### src/rtl/fpu_issue_seq.sv
// Issue sequencer for the FP16 FMA pipeline. Results come back with a fixed latency into a credit-protected FIFO.
// Optional build macro FPU_ISSUE_FLAGS_EN adds per-entry {nan, inf, zero} result flags on rsp_flags.
module fpu_issue_seq #(
    parameter int DEPTH = 4,
    parameter int TAG_W = 4
) (
    input  logic             ACLK,
    input  logic             RSTN,
    input  logic             req_valid,
    output logic             req_ready,
    input  logic [1:0]       req_op,
    input  logic [15:0]      req_a,
    input  logic [15:0]      req_b,
    input  logic [15:0]      req_c,
    input  logic [TAG_W-1:0] req_tag,
    output logic [1:0]       op,
    output logic [15:0]      ex1,
    output logic [15:0]      ex2,
    output logic [15:0]      ex3,
    input  logic [15:0]      exd,
    output logic             rsp_valid,
    input  logic             rsp_ready,
    output logic [15:0]      rsp_data,
    output logic [TAG_W-1:0] rsp_tag,
`ifdef FPU_ISSUE_FLAGS_EN
    output logic [2:0]       rsp_flags,
`endif
    output logic             busy
);
    localparam int PW = $clog2(DEPTH);
    localparam int CW = PW + 1;
    localparam int UW = CW + 1;
`ifdef FPU_ISSUE_FLAGS_EN
    localparam int EW = TAG_W + 19;

    function automatic logic [2:0] fp16_flags(input logic [15:0] f);
        logic exp_max, exp_zero, frac_zero;
        exp_max   = &f[14:10];
        exp_zero  = ~|f[14:10];
        frac_zero = ~|f[9:0];
        return {exp_max & ~frac_zero, exp_max & frac_zero, exp_zero & frac_zero};
    endfunction
`else
    localparam int EW = TAG_W + 16;
`endif

    logic [EW-1:0]    mem [DEPTH];
    logic [EW-1:0]    entry;
    logic [EW-1:0]    head;
    logic [PW-1:0]    rd_ptr, wr_ptr;
    logic [CW-1:0]    count;
    logic [UW-1:0]    used;
    logic             v0, v1, v2;
    logic [TAG_W-1:0] tag0, tag1, tag2;
    logic             started;
    logic             issue, push, pop;

    // Credit covers FIFO occupancy plus every op still in the fixed-latency pipe.
    assign used      = UW'(count) + UW'(v0) + UW'(v1) + UW'(v2);
    assign req_ready = started && (used < UW'(DEPTH));
    assign issue     = req_valid && req_ready;
    assign push      = v2;
    assign rsp_valid = (count != '0);
    assign pop       = rsp_valid && rsp_ready;
    assign busy      = v0 || v1 || v2 || (count != '0);

`ifdef FPU_ISSUE_FLAGS_EN
    assign entry     = {fp16_flags(exd), exd, tag2};
    assign rsp_flags = rsp_valid ? head[TAG_W+16 +: 3] : '0;
`else
    assign entry     = {exd, tag2};
`endif
    assign head      = mem[rd_ptr];
    assign rsp_data  = rsp_valid ? head[TAG_W +: 16] : '0;
    assign rsp_tag   = rsp_valid ? head[TAG_W-1:0] : '0;

    always_ff @(posedge ACLK) begin
        if (push) mem[wr_ptr] <= entry;
    end

    always_ff @(posedge ACLK or negedge RSTN) begin
        if (!RSTN) begin
            started <= 1'b0;
            v0      <= 1'b0;
            v1      <= 1'b0;
            v2      <= 1'b0;
            tag0    <= '0;
            tag1    <= '0;
            tag2    <= '0;
            op      <= '0;
            ex1     <= '0;
            ex2     <= '0;
            ex3     <= '0;
            rd_ptr  <= '0;
            wr_ptr  <= '0;
            count   <= '0;
        end else begin
            started <= 1'b1;
            v0      <= issue;
            v1      <= v0;
            v2      <= v1;
            tag1    <= tag0;
            tag2    <= tag1;
            // Operands hold their last values between issues; fpu1 ignores them when v0 is low.
            if (issue) begin
                tag0 <= req_tag;
                op   <= req_op;
                ex1  <= req_a;
                ex2  <= req_b;
                ex3  <= req_c;
            end
            if (push) wr_ptr <= wr_ptr + PW'(1);
            if (pop)  rd_ptr <= rd_ptr + PW'(1);
            if (push && !pop)      count <= count + CW'(1);
            else if (!push && pop) count <= count - CW'(1);
        end
    end
endmodule

### config.mk
export PLATFORM = sky130hd
export DESIGN_NAME = fpu_issue_seq
export DESIGN_NICKNAME = d
export VERILOG_FILES = /design/src/rtl/fpu_issue_seq.sv
export SDC_FILE = /design/constraint.sdc
export NUM_CORES = 1
export LEC_CHECK = 0
export ABC_AREA = 0
export CAP_MARGIN = 20
export CORE_MARGIN = 2
export CORE_UTILIZATION = 44
export CTS_CLUSTER_SIZE = 24
export DETAILED_ROUTE_END_ITERATION = 6
export PLACE_DENSITY = 0.75
export SLEW_MARGIN = 5
export SYNTH_ARGS = -nofsm -noshare
export SYNTH_HDL_FRONTEND = slang
export SYNTH_SLANG_ARGS = --single-unit
### constraint.sdc
create_clock -name ACLK -period 2.1 [get_ports ACLK]
set_input_delay 0.42 -clock ACLK [delete_from_list [all_inputs] [get_ports ACLK]]
set_output_delay 0.42 -clock ACLK [all_outputs]
set_load 0.01 [all_outputs]
* After elaboration in Yosys (flattened, before gate mapping)
Memories as Yosys holds them, arrays and structs flattened.
Index checks and enable logic that the tools add are counted.
** Cells by class
- Add/sub/neg operators :: 7
- $mul :: 0
- Div/mod/pow operators :: 0
- $lt $le $gt $ge :: 1
- Eq/ne operators :: 0
- Shifts and indexed selects :: 0
- Mux-type cells :: 6
- Bitwise gates (word level) :: 0
- Reductions and logical operators :: 12
** Operators with widths (number)
- $mux 16 :: 1
- $add 4x1->4 :: 2
- $mux 3 :: 2
- $logic_and 1x1->1 :: 5
- $add 2x1->2 const B :: 2
- $add 3x1->4 :: 1
- $lt 4x3->1 const B :: 1
- $mux 4 :: 1
- $add 3x1->3 const B :: 1
- $logic_or 1x1->1 :: 3
- $reduce_bool 3->1 :: 1
- $sub 3x1->3 const B :: 1
- $logic_not 1->1 :: 2
- $mux 1 :: 2
- $reduce_bool 2->1 :: 1
** Word-level totals
- Flip-flop bits (word level) :: 73
- Bits in latches :: 0
- RAM bits :: 80
- ROM bits :: 0
- Bits of input ports :: 74
- Output and inout bits :: 73
- Logic and storage cells :: 41
- Memories kept :: 1
** Memory list
- mem :: depth 4, bits a word 20, rd ports 1, clocked after memory_dff 0, write ports 1, line 47 : logic [EW-1:0] mem [DEPTH];

* Logic depth before layout (Yosys ltp)
Gate-level depths: netlist (run 1).
- Depth in word-level cells :: 6
- Gate-level depth with buffers :: 9
- Gate-level depth less buffers :: 8

* Worst setup path before layout (run 1)
No wires, ideal clock.
- Path type :: reg-to-reg
- From :: reg v2 (netlist: push)
- To :: reg ex1[0]
- Library setup time :: 125 ps
- Data arrival time :: 2061 ps
- Data required time :: 1975 ps
- Path slack :: -86 ps
- Stages on the path, launching flop included :: 10
- Buffers on the path :: 2
- Clock period less this slack :: 2186 ps
- Cells stage by stage :: dfrtp_1 -> clkbuf_1 -> inv_1 -> fa_1 -> inv_1 -> ha_1 -> nand3b_1 -> nand4_4 -> buf_6 -> mux2_4
** On the way
- Longest elaborated chain between the ends :: 4
** Ends and longest elaborated chain
- start, declared :: line 53 : logic v0, v1, v2;
- start signal, assigned :: line 101 : v2 <= v1;
- $add 4x1->4 :: line 59 : assign used = UW'(count) + UW'(v0) + UW'(v1) + UW'(v2);
- $lt 4x3->1 :: line 60 : assign req_ready = started && (used < UW'(DEPTH));
- $logic_and 1x1->1 :: line 60
- $logic_and 1x1->1 :: line 61 : assign issue = req_valid && req_ready;
- end signal, assigned :: line 108 : ex1 <= req_a;
- end, declared :: line 17 : output logic [15:0] ex1,
No other way between the ends.
A chain may end at the register's enable or synchronous reset.

* Worst setup path in the final report (run 1)
- From :: reg count[0]
- To :: out busy
** On the way
- Longest elaborated chain between the ends :: 2
** Ends and longest elaborated chain
- start, declared :: line 51 : logic [CW-1:0] count;
- start signal, assigned :: line 114 : if (push && !pop) count <= count + CW'(1);
- start signal, assigned :: line 115 : else if (!push && pop) count <= count - CW'(1);
- $reduce_bool 3->1 :: line 65 : assign busy = v0 || v1 || v2 || (count != '0);
- $logic_or 1x1->1 :: line 65
- end, declared :: line 28 : output logic busy
No other way between the ends.

==> results.sh, run 1 <==
export IMPL_slew_viol_final=0
export IMPL_cp_max_fo=2
export IMPL_dieArea_mm2=0.0146
export IMPL_min_period_ns=2.31
export IMPL_hold_violations=1
export IMPL_critPathLaunchType="flip-flop"
export IMPL_rsz0062_at_grt="yes"
export IMPL_grt_usage_pct=16.5
export IMPL_synthFlopType="edfxtp_1"
export IMPL_synth_top_area_share_pct=40.0
export IMPL_worst_path_largest_cell_delay_ns=0.43
export IMPL_worstHoldPathType="in -> async"
export IMPL_synthDistinctLibCells=26
export IMPL_synth_most_common_cell="edfxtp_1"
export IMPL_power_density_mw_per_mm2=1460
export IMPL_clkTransAtPathRegs_ns=0.06
export IMPL_grt_overflow=0
export IMPL_place_hpwl_um=7520
export IMPL_portBuffers=146
export IMPL_worstPathRequired_ns=1.68
export IMPL_ys_warn_count=0
export IMPL_drc=0
export IMPL_hold_slack_ns=-0.000200
export IMPL_synthArstFlopShare_pct=47.7
export IMPL_viasPerCell=4.83
export IMPL_die_x_um=121
export IMPL_antenna_found_initial=0
export IMPL_postSynthAreaPerCell_um2=20.1
export IMPL_worstPathArrival_ns=1.89
export IMPL_worst_slack_ns=-0.209
export IMPL_synthToLayoutAreaGrowth_pct=49.7
export IMPL_cts_hold_buf=0
export IMPL_fin_skew_ns=0.00866
export IMPL_synthTopCellsByCount="edfxtp_1, dfrtp_1, mux2_4"
export IMPL_power_mw=13.1
export IMPL_fp_dieH_um=121
export IMPL_maxCapViolCount=0
export IMPL_max_freq_mhz=433
export IMPL_run_status="finished, violations left"
export IMPL_vias=3310
export IMPL_io_pins=147
export IMPL_cts_sinks=153
export IMPL_clk_latency_ns=0.41
export IMPL_path_common_cell="buf_6"
export IMPL_cts_root_buf="clkbuf_16"
export IMPL_antenna_left=0
export IMPL_synthTopCellsByArea="edfxtp_1, dfrtp_1, mux2_4, mux4_2, and2_1"
export IMPL_finalSetupViolations=79
export IMPL_numCtsBuffers=17
export IMPL_clock_path_buffers=2
export IMPL_fillCellCount=879
export IMPL_core_area_mm2=0.0133
export IMPL_row_count=42
export IMPL_htreeDepth=4
export IMPL_period_share_pct=110
export IMPL_drtIter0Drc=207
export IMPL_slew_headroom_pct=63.1
export IMPL_initial_utilization_pct=45.1
export IMPL_postSynthCellCount=298
export IMPL_max_vdd_ir_drop_uv=719
export IMPL_routed_wl_um=12600
export IMPL_worstSetupPathType="reg -> out"
export IMPL_violations="hold timing, setup timing"
export IMPL_final_seq_area_mm2=0.00423
export IMPL_drive_above_1_share_pct=40.9
export IMPL_first_pass_iters=4
export IMPL_cp_slowest_cell="or4_4"
export IMPL_grt_pass1_vias=3538
export IMPL_yosysTopAreaCell="edfxtp_1"
export IMPL_diodes=0
export IMPL_yosys_register_bits=153
export IMPL_leakage_nw=3.74
export IMPL_synth_edf_count=80
export IMPL_utilization_pct=67.6
export IMPL_gp_congestion=0.724
export IMPL_synth_nets=380
export IMPL_cts_tree="built"
export IMPL_ys_seq_area_share_pct=70.5
export IMPL_nNetsFinal=579
export IMPL_worstPathCellList="buf_6 > or3_4 > or4_4 > buf_6"
export IMPL_syn_cell_area_mm2=0.00600
export IMPL_grt_pass1_wl_um=18100
export IMPL_tightestPinTransition_ns=0.554
export IMPL_wl_per_cell_um=18.4
export IMPL_crit_path_end_kind="output port"
export IMPL_grt_max_degree=43
export IMPL_multi_input_area_mm2=0.00175
final timing paths:
kind,cells past startpoint,startpoint,slack [ns],to
max,4,count[0],-0.21,busy
min,1,RSTN,-0.0002,ex2[1]
max reg2reg,11,push,-0.12,ex1[4]
min reg2reg,0,tag1[2],0.35,tag2[2]
max in group asynchronous,2,RSTN,1.54,ex1[9]
min in group ACLK,0,tag1[2],0.35,tag2[2]
where the power goes:
| group | internal (mW) | leakage (nW) | total, mW | switching (mW) |
|---|---|---|---|---|
| clock | 1.86 | 0.290 | 2.94 | 1.09 |
| combinational | 3.70 | 1.86 | 5.60 | 1.91 |
| sequential | 4.05 | 1.59 | 4.55 | 0.504 |
stage by stage:
| step | instances | setup TNS (ns) | setup slack [ns] | instance area (um2) |
|---|---|---|---|---|
| 6_report | 685 | -8.93 | -0.209 | 8990 |
| 5_1_grt | 685 | -14.59 | -0.250 | 8990 |
| 4_1_cts | 668 | -4.93 | -0.201 | 8500 |
| 3_5_place_dp | 633 | -2.96 | -0.232 | 7870 |
| 3_3_place_gp | 633 | -2.41 | -0.202 | 7870 |
| 2_1_floorplan | 298 | 0 | 0.00465 | 6030 |
sequential cells by signal, indices dropped and copies added (netlist names), 2 cells and up:
| signal | count |
|---|---|
| mem | 80 |
| ex1 | 16 |
| ex2 | 16 |
| ex3 | 16 |
| tag0 | 4 |
| tag1 | 4 |
| tag2 | 4 |
| count | 3 |
| op | 2 |
| rd_ptr | 2 |
| wr_ptr | 2 |
area by class of cell:
| type | count | share of cell area [%] |
|---|---|---|
| Tap cell | 176 | 2.45 |
| Inverter | 8 | 0.334 |
| Timing Repair Buffer | 192 | 24.1 |
| Sequential cell | 153 | 47.1 |
| Clock inverter | 6 | 0.668 |
| Multi-Input combinational cell | 125 | 19.5 |
| Clock buffer | 25 | 5.87 |
layout by cell type, fill, tap and decap left out, types with 4 or more instances in the layout:
master,instances
ha_1,4
mux2_4,50
and2_4,20
buf_12,8
buf_6,28
edfxtp_1,80
mux2_2,5
inv_2,5
buf_4,19
and2_1,4
mux4_2,20
clkdlybuf4s50_1,122
dfrtp_1,72
clkbuf_16,29
what timing repair did:
item                                    CTS  global route
gates cloned                              0            13
endpoints found under the setup margin   25            79
pin swaps                                 4             7
buffers inserted                          4             5
gates resized for setup                 126            39
routing by layer:
metal	wire, um	global-route usage [%]	vias up	part of all wire [%]
met3	897	6.46	7	7.1
met4	119	4.58	0	0.94
met2	6290	25.8	133	50
li1	-	-	1499	-
met1	5300	21.7	1671	42
met5	0	0	-	0
cell families (layout without fill, tap and decap cells):
| kind of cell | after synthesis | in the layout | synth area share, % |
|---|---|---|---|
| buf+inv | 20 | 231 | 2.02 |
| xor+xnor | 6 | 6 | 0.876 |
| simple gates | 34 | 34 | 3.69 |
| flops | 153 | 153 | 70.5 |
| mux | 75 | 75 | 20.9 |
| fa+ha+maj | 8 | 8 | 1.92 |
| compound gates | 1 | 1 | 0.0833 |
| other cells | 1 | 1 | 0.0625 |
worst max-delay path: cells and delay by family (launching register included):
kind	cells	cell delay, ns
and+or+nand+nor	2	0.82
buffers and inverters	2	0.27
DFF	1	0.40
(Power assumes the default switching activity.)
==> run 2: changes to the inputs <==
Settings changed: CORE_UTILIZATION 44 to 40, PLACE_DENSITY 0.75 to 0.69, RECOVER_POWER set to 50.
==> run 2 against run 1 <==
The run ends with capacitance limit, slew limit, setup timing left. Wire length is 0.50% lower. Register-to-register slack gained 0.05 ns. Clock skew up 0.0027 ns. Non-clock buffer count down 3. Sequential power hardly changed. First-iteration DRC count shrank 43%. Global-route usage decreased by 0.42 points. Clock power is 5% higher. Critical path type unchanged.
==> results.sh, run 2 (synthesized netlist as in run 1, its figures left out) <==
export IMPL_crit_path_end_kind="output port"
export IMPL_hold_violations=0
export IMPL_drtIter0Drc=118
export IMPL_grt_max_degree=74
export IMPL_gp_congestion=0.701
export IMPL_fin_skew_ns=0.0114
export IMPL_leakage_nw=3.68
export IMPL_p_int_mw=9.56
export IMPL_largest_reg_flops=80
export IMPL_antenna_found_initial=0
export IMPL_place_area_mm2=0.00784
export IMPL_clk_latency_ns=0.42
export IMPL_wl_per_cell_um=18.2
export IMPL_rsz0062_at_grt="yes"
export IMPL_fillCellCount=1063
export IMPL_fp_dieH_um=126
export IMPL_viasPerCell=4.75
export IMPL_vias=3282
export IMPL_grt_overflow=0
export IMPL_power_switching_mw=3.52
export IMPL_slew_viol_final=74
export IMPL_tightestPinTransition_ns=1.78
export IMPL_worstPathRequired_ns=1.68
export IMPL_drc=0
export IMPL_grt_usage_pct=16.1
export IMPL_max_freq_mhz=438
export IMPL_period_share_pct=109
export IMPL_cp_max_fo=6
export IMPL_antenna_left=0
export IMPL_worstSetupPathType="reg -> out"
export IMPL_io_pins=147
export IMPL_wl_met2_um=6360
export IMPL_pwr_share_clk_pct=23.7
export IMPL_largest_register="mem"
export IMPL_swShare_pct=26.9
export IMPL_worstPathArrival_ns=1.87
export IMPL_core_area_mm2=0.0146
export IMPL_utilization_pct=60.9
export IMPL_layout_common_cells="clkdlybuf4s50_1, edfxtp_1, dfrtp_1"
export IMPL_worstHoldPathCells=0
export IMPL_diodes=0
export IMPL_drive_above_1_share_pct=40.6
export IMPL_worst_slack_ns=-0.185
export IMPL_routed_wl_um=12500
export IMPL_die_x_um=126
export IMPL_slew_headroom_pct=-18.5
export IMPL_grt_pass1_wl_um=19500
export IMPL_cts_root_buf="clkbuf_16"
export IMPL_worstHoldPathType="reg -> reg"
export IMPL_power_density_mw_per_mm2=1470
export IMPL_clkTransAtPathRegs_ns=0.06
export IMPL_setup_tns_ns=-5.02
export IMPL_critPathLaunchType="flip-flop"
export IMPL_comb_power_share_pct=41.7
export IMPL_cts_tree="built"
export IMPL_finalSetupViolations=59
export IMPL_dieArea_mm2=0.0160
export IMPL_clock_path_buffers=2
export IMPL_initial_utilization_pct=41.1
export IMPL_portBuffers=146
export IMPL_wl_met3_um=1080
export IMPL_p_seq_share_pct=34.6
export IMPL_hold_slack_ns=0.347
export IMPL_final_common_cell="clkdlybuf4s50_1"
export IMPL_numCtsBuffers=17
export IMPL_nNetsFinal=576
export IMPL_top_layer_used="met4"
export IMPL_run_status="finished, violations left"
export IMPL_first_pass_iters=4
export IMPL_max_vdd_ir_drop_uv=811
export IMPL_drt_met1_wl_um=4960
export IMPL_post_route_cell_area_mm2=0.00888
export IMPL_place_hpwl_um=7450
export IMPL_htreeDepth=4
export IMPL_synthToLayoutAreaGrowth_pct=48.0
export IMPL_rrSetupSlack_ns=-0.07
export IMPL_cts_sinks=153
export IMPL_violations="capacitance limit, slew limit, setup timing"
export IMPL_min_period_ns=2.29
export IMPL_reg2regPathDepth=10
export IMPL_row_count=44
export IMPL_grt_pass1_vias=3706
export IMPL_maxCapViolCount=1
==> run 2: cell types whose count changed in the layout (fill, tap and decap cells not counted), moves of 3 or more <==
cell	previous run	this run
clkdlybuf4s50_1	122	107
dlygate4sd3_1	0	15
clkbuf_16	29	22
buf_6	28	33
buf_12	8	4
buf_4	19	16
clkbuf_1	3	0
==> run 2: final timing paths <==
check,from,endpoint
setup reg to reg,push,ex1[6]
max in group asynchronous,RSTN,rd_ptr[0]
hold / removal,tag1[0],tag2[0]
hold reg to reg,tag1[0],tag2[0]
setup / recovery,rd_ptr[0],rsp_tag[3]
min in group asynchronous,RSTN,ex2[0]
==> run 2: routing by layer <==
metal	GRT usage [%]	vias up
li1	-	1494
met1	18.7	1650
met2	26.6	127
met3	7.21	11
met4	5.82	0
met5	0	-
==> run 2: cell type report <==
cell class / instances / area [um2] / share of cell area [%]
clock buffer: 22 / 505 / 5.69
clock inverter: 10 / 109 / 1.23
inverter: 8 / 30.0 / 0.338
multi-input combinational: 125 / 1740 / 19.6
sequential: 153 / 4230 / 47.6
tap: 184 / 230 / 2.59
timing repair buffer: 189 / 2040 / 22.9
==> run 2: what timing repair did <==
action,CTS,global route
gates cloned,4,6
resized for setup,127,37
setup buffers,8,6
hold buffers,0,0
endpoints found under the setup margin,71,79
pin swaps,4,16
==> run 2: worst max-delay path, cell delays in order (launching register included) <==
cell       delay [ns]
dfrtp_2          0.47
clkbuf_16        0.20
mux4_2           0.51
and2_4           0.16
buf_6            0.11
==> run 2: power groups by stage <==
stage	clock network [mW]	logic (mW)	registers, mW
3_3_place_gp	0	4.71	4.51
3_5_place_dp	0	4.76	4.52
6_report	3.10	5.45	4.53
2_1_floorplan	0	2.18	4.71
5_1_grt	3.28	5.82	4.63
4_1_cts	3.17	4.89	4.51
==> run 2: stage by stage <==
stage / std cells / power, mW / setup WS [ns]
finish: 691 / 13.1 / -0.185
global route: 691 / 13.7 / -0.250
CTS: 681 / 12.6 / -0.210
detailed placement: 638 / 9.28 / -0.172
global placement: 638 / 9.21 / -0.145
floorplan: 298 / 6.89 / 0.00465
==> run 3: changes to the inputs <==
Settings changed: SETUP_SLACK_MARGIN set to 0.5.
==> run 3 against run 2 <==
Highest routed layer unchanged. Register-to-register slack worse by 0.05 ns. First-iteration DRC count is 31% higher. Cell count is 2.0% higher. Flip-flop and latch count stayed put. Combinational power is 2% higher. Largest power group unchanged. Worst hold slack better by 0.0026 ns. The run ends with setup timing left. Critical endpoint is now rsp_tag[2].
==> results.sh, run 3 (synthesized netlist as in run 1, its figures left out) <==
export IMPL_finalSetupViolations=53
export IMPL_dp_cells=641
export IMPL_largest_register="mem"
export IMPL_numCtsBuffers=17
export IMPL_violations="setup timing"
export IMPL_run_status="finished, violations left"
export IMPL_antenna_left=0
export IMPL_rrSetupSlack_ns=-0.12
export IMPL_swShare_pct=27.0
export IMPL_comb_power_share_pct=42.4
export IMPL_crit_path_end_kind="output port"
export IMPL_leakage_nw=3.91
export IMPL_synthToLayoutAreaGrowth_pct=51.6
export IMPL_clkTransAtPathRegs_ns=0.06
export IMPL_grt_pass1_vias=3747
export IMPL_drive_above_1_share_pct=42.0
export IMPL_worst_slack_ns=-0.229
export IMPL_gp_congestion=0.723
export IMPL_setup_tns_ns=-5.78
export IMPL_row_count=44
export IMPL_layout_common_cells="edfxtp_1, dfrtp_1, clkdlybuf4s50_1"
export IMPL_tightestPinTransition_ns=0.811
export IMPL_grt_pass1_wl_um=19900
export IMPL_antenna_found_initial=0
export IMPL_p_int_mw=9.53
export IMPL_min_period_ns=2.33
export IMPL_fp_dieH_um=126
export IMPL_wl_per_cell_um=17.2
export IMPL_critPathLaunchType="flip-flop"
export IMPL_drc=0
export IMPL_cp_max_fo=4
export IMPL_cts_sinks=153
export IMPL_grt_usage_pct=16.2
export IMPL_slew_viol_final=0
export IMPL_cts_tree="built"
export IMPL_worstHoldPathType="reg -> reg"
export IMPL_max_freq_mhz=429
export IMPL_power_switching_mw=3.52
export IMPL_routed_wl_um=12100
export IMPL_place_hpwl_um=7580
export IMPL_cts_root_buf="clkbuf_16"
export IMPL_hold_violations=0
export IMPL_finalNonFillerCells=705
export IMPL_power_density_mw_per_mm2=1430
export IMPL_worstPathArrival_ns=1.91
export IMPL_clk_latency_ns=0.41
export IMPL_diodes=0
export IMPL_grt_overflow=0
export IMPL_htreeDepth=4
export IMPL_worstPathRequired_ns=1.68
export IMPL_portBuffers=146
export IMPL_fin_skew_ns=0.00792
export IMPL_first_pass_iters=4
export IMPL_vias=3275
export IMPL_core_area_mm2=0.0146
export IMPL_io_pins=147
export IMPL_hold_slack_ns=0.350
export IMPL_period_share_pct=111
export IMPL_pwr_share_clk_pct=23.0
export IMPL_nNetsFinal=590
export IMPL_viasPerCell=4.65
export IMPL_final_common_cell="edfxtp_1"
export IMPL_maxCapViolCount=0
export IMPL_grt_max_degree=42
export IMPL_die_x_um=126
export IMPL_max_vdd_ir_drop_uv=760
export IMPL_dieArea_mm2=0.0160
export IMPL_initial_utilization_pct=41.1
export IMPL_largest_reg_flops=80
export IMPL_drtIter0Drc=155
export IMPL_clock_path_buffers=2
export IMPL_slew_headroom_pct=45.9
export IMPL_rsz0062_at_grt="yes"
export IMPL_utilization_pct=62.4
export IMPL_worstSetupPathType="reg -> out"
export IMPL_p_seq_share_pct=34.6
## run 3: cell types whose count changed in the layout (fill, tap and decap cells not counted), moves of 3 or more
| cell | previous run | this run |
|---|---|---|
| buf_12 | 4 | 12 |
| buf_16 | 3 | 9 |
| buf_4 | 16 | 19 |
| buf_8 | 2 | 5 |
| clkbuf_1 | 0 | 5 |
| clkbuf_16 | 22 | 17 |
| clkdlybuf4s50_1 | 107 | 56 |
| dlygate4sd2_1 | 0 | 50 |
| inv_4 | 4 | 1 |
| mux2_2 | 6 | 1 |
| mux2_4 | 49 | 54 |
## run 3: routing by layer
layer,global-route usage (%),up-vias,routed length (um)
met3,6.24,10,1040
met1,21.0,1604,5280
met4,6.21,0,172
met2,24.9,136,5620
met5,0,-,0
li1,-,1525,-
## run 3: area by class of cell
class | count | area (um2)
Sequential cell | 153 | 4230
Inverter | 8 | 30.0
Clock inverter | 6 | 85.1
Tap cell | 184 | 230
Multi-Input combinational cell | 125 | 1770
Fill cell | 1047 | 5490
Clock buffer | 26 | 499
Timing Repair Buffer | 203 | 2250
## run 3: critical path, cell delays in order (launching register included)
cell and delay (ns):
dfrtp_2 0.44, buf_6 0.13, buf_12 0.12, buf_12 0.12
mux4_2 0.43, and2_4 0.15, buf_6 0.11
## run 3: worst paths after layout
kind                            from         end  cells past startpoint
max                        rd_ptr[0]  rsp_tag[2]                      6
min                          tag1[2]     tag2[2]                      0
max reg2reg                     push      ex1[3]                     11
min reg2reg                  tag1[2]     tag2[2]                      0
max in group asynchronous       RSTN      ex2[3]                      3
min in group asynchronous       RSTN      ex1[1]                      2
## run 3: power groups by stage
stage	clock, mW	combinational (mW)	sequential (mW)
global route	3.21	5.92	4.63
finish	3.00	5.54	4.52
CTS	3.08	5.45	4.54
global placement	0	4.94	4.55
detailed placement	0	5.02	4.54
floorplan	0	2.41	4.71
## run 3: per-stage QoR
| step | instance area [um2] | power (mW) | worst slack, ns |
|---|---|---|---|
| global route | 9100 | 13.8 | -0.298 |
| detailed placement | 7940 | 9.57 | -0.199 |
| floorplan | 6090 | 7.12 | 0.0176 |
| finish | 9100 | 13.1 | -0.229 |
| global placement | 7940 | 9.49 | -0.181 |
| CTS | 9030 | 13.1 | -0.297 |
## run 3: repair_timing
| action | CTS | global route |
|---|---|---|
| resized for setup | 204 | 10 |
| hold endpoints to repair | 32 | 0 |
| pin swaps | 25 | 4 |
| buffers inserted | 17 | 6 |
| setup endpoints to repair | 131 | 80 |
| cloned | 8 | 0 |
| hold buffers | 1 | 0 |
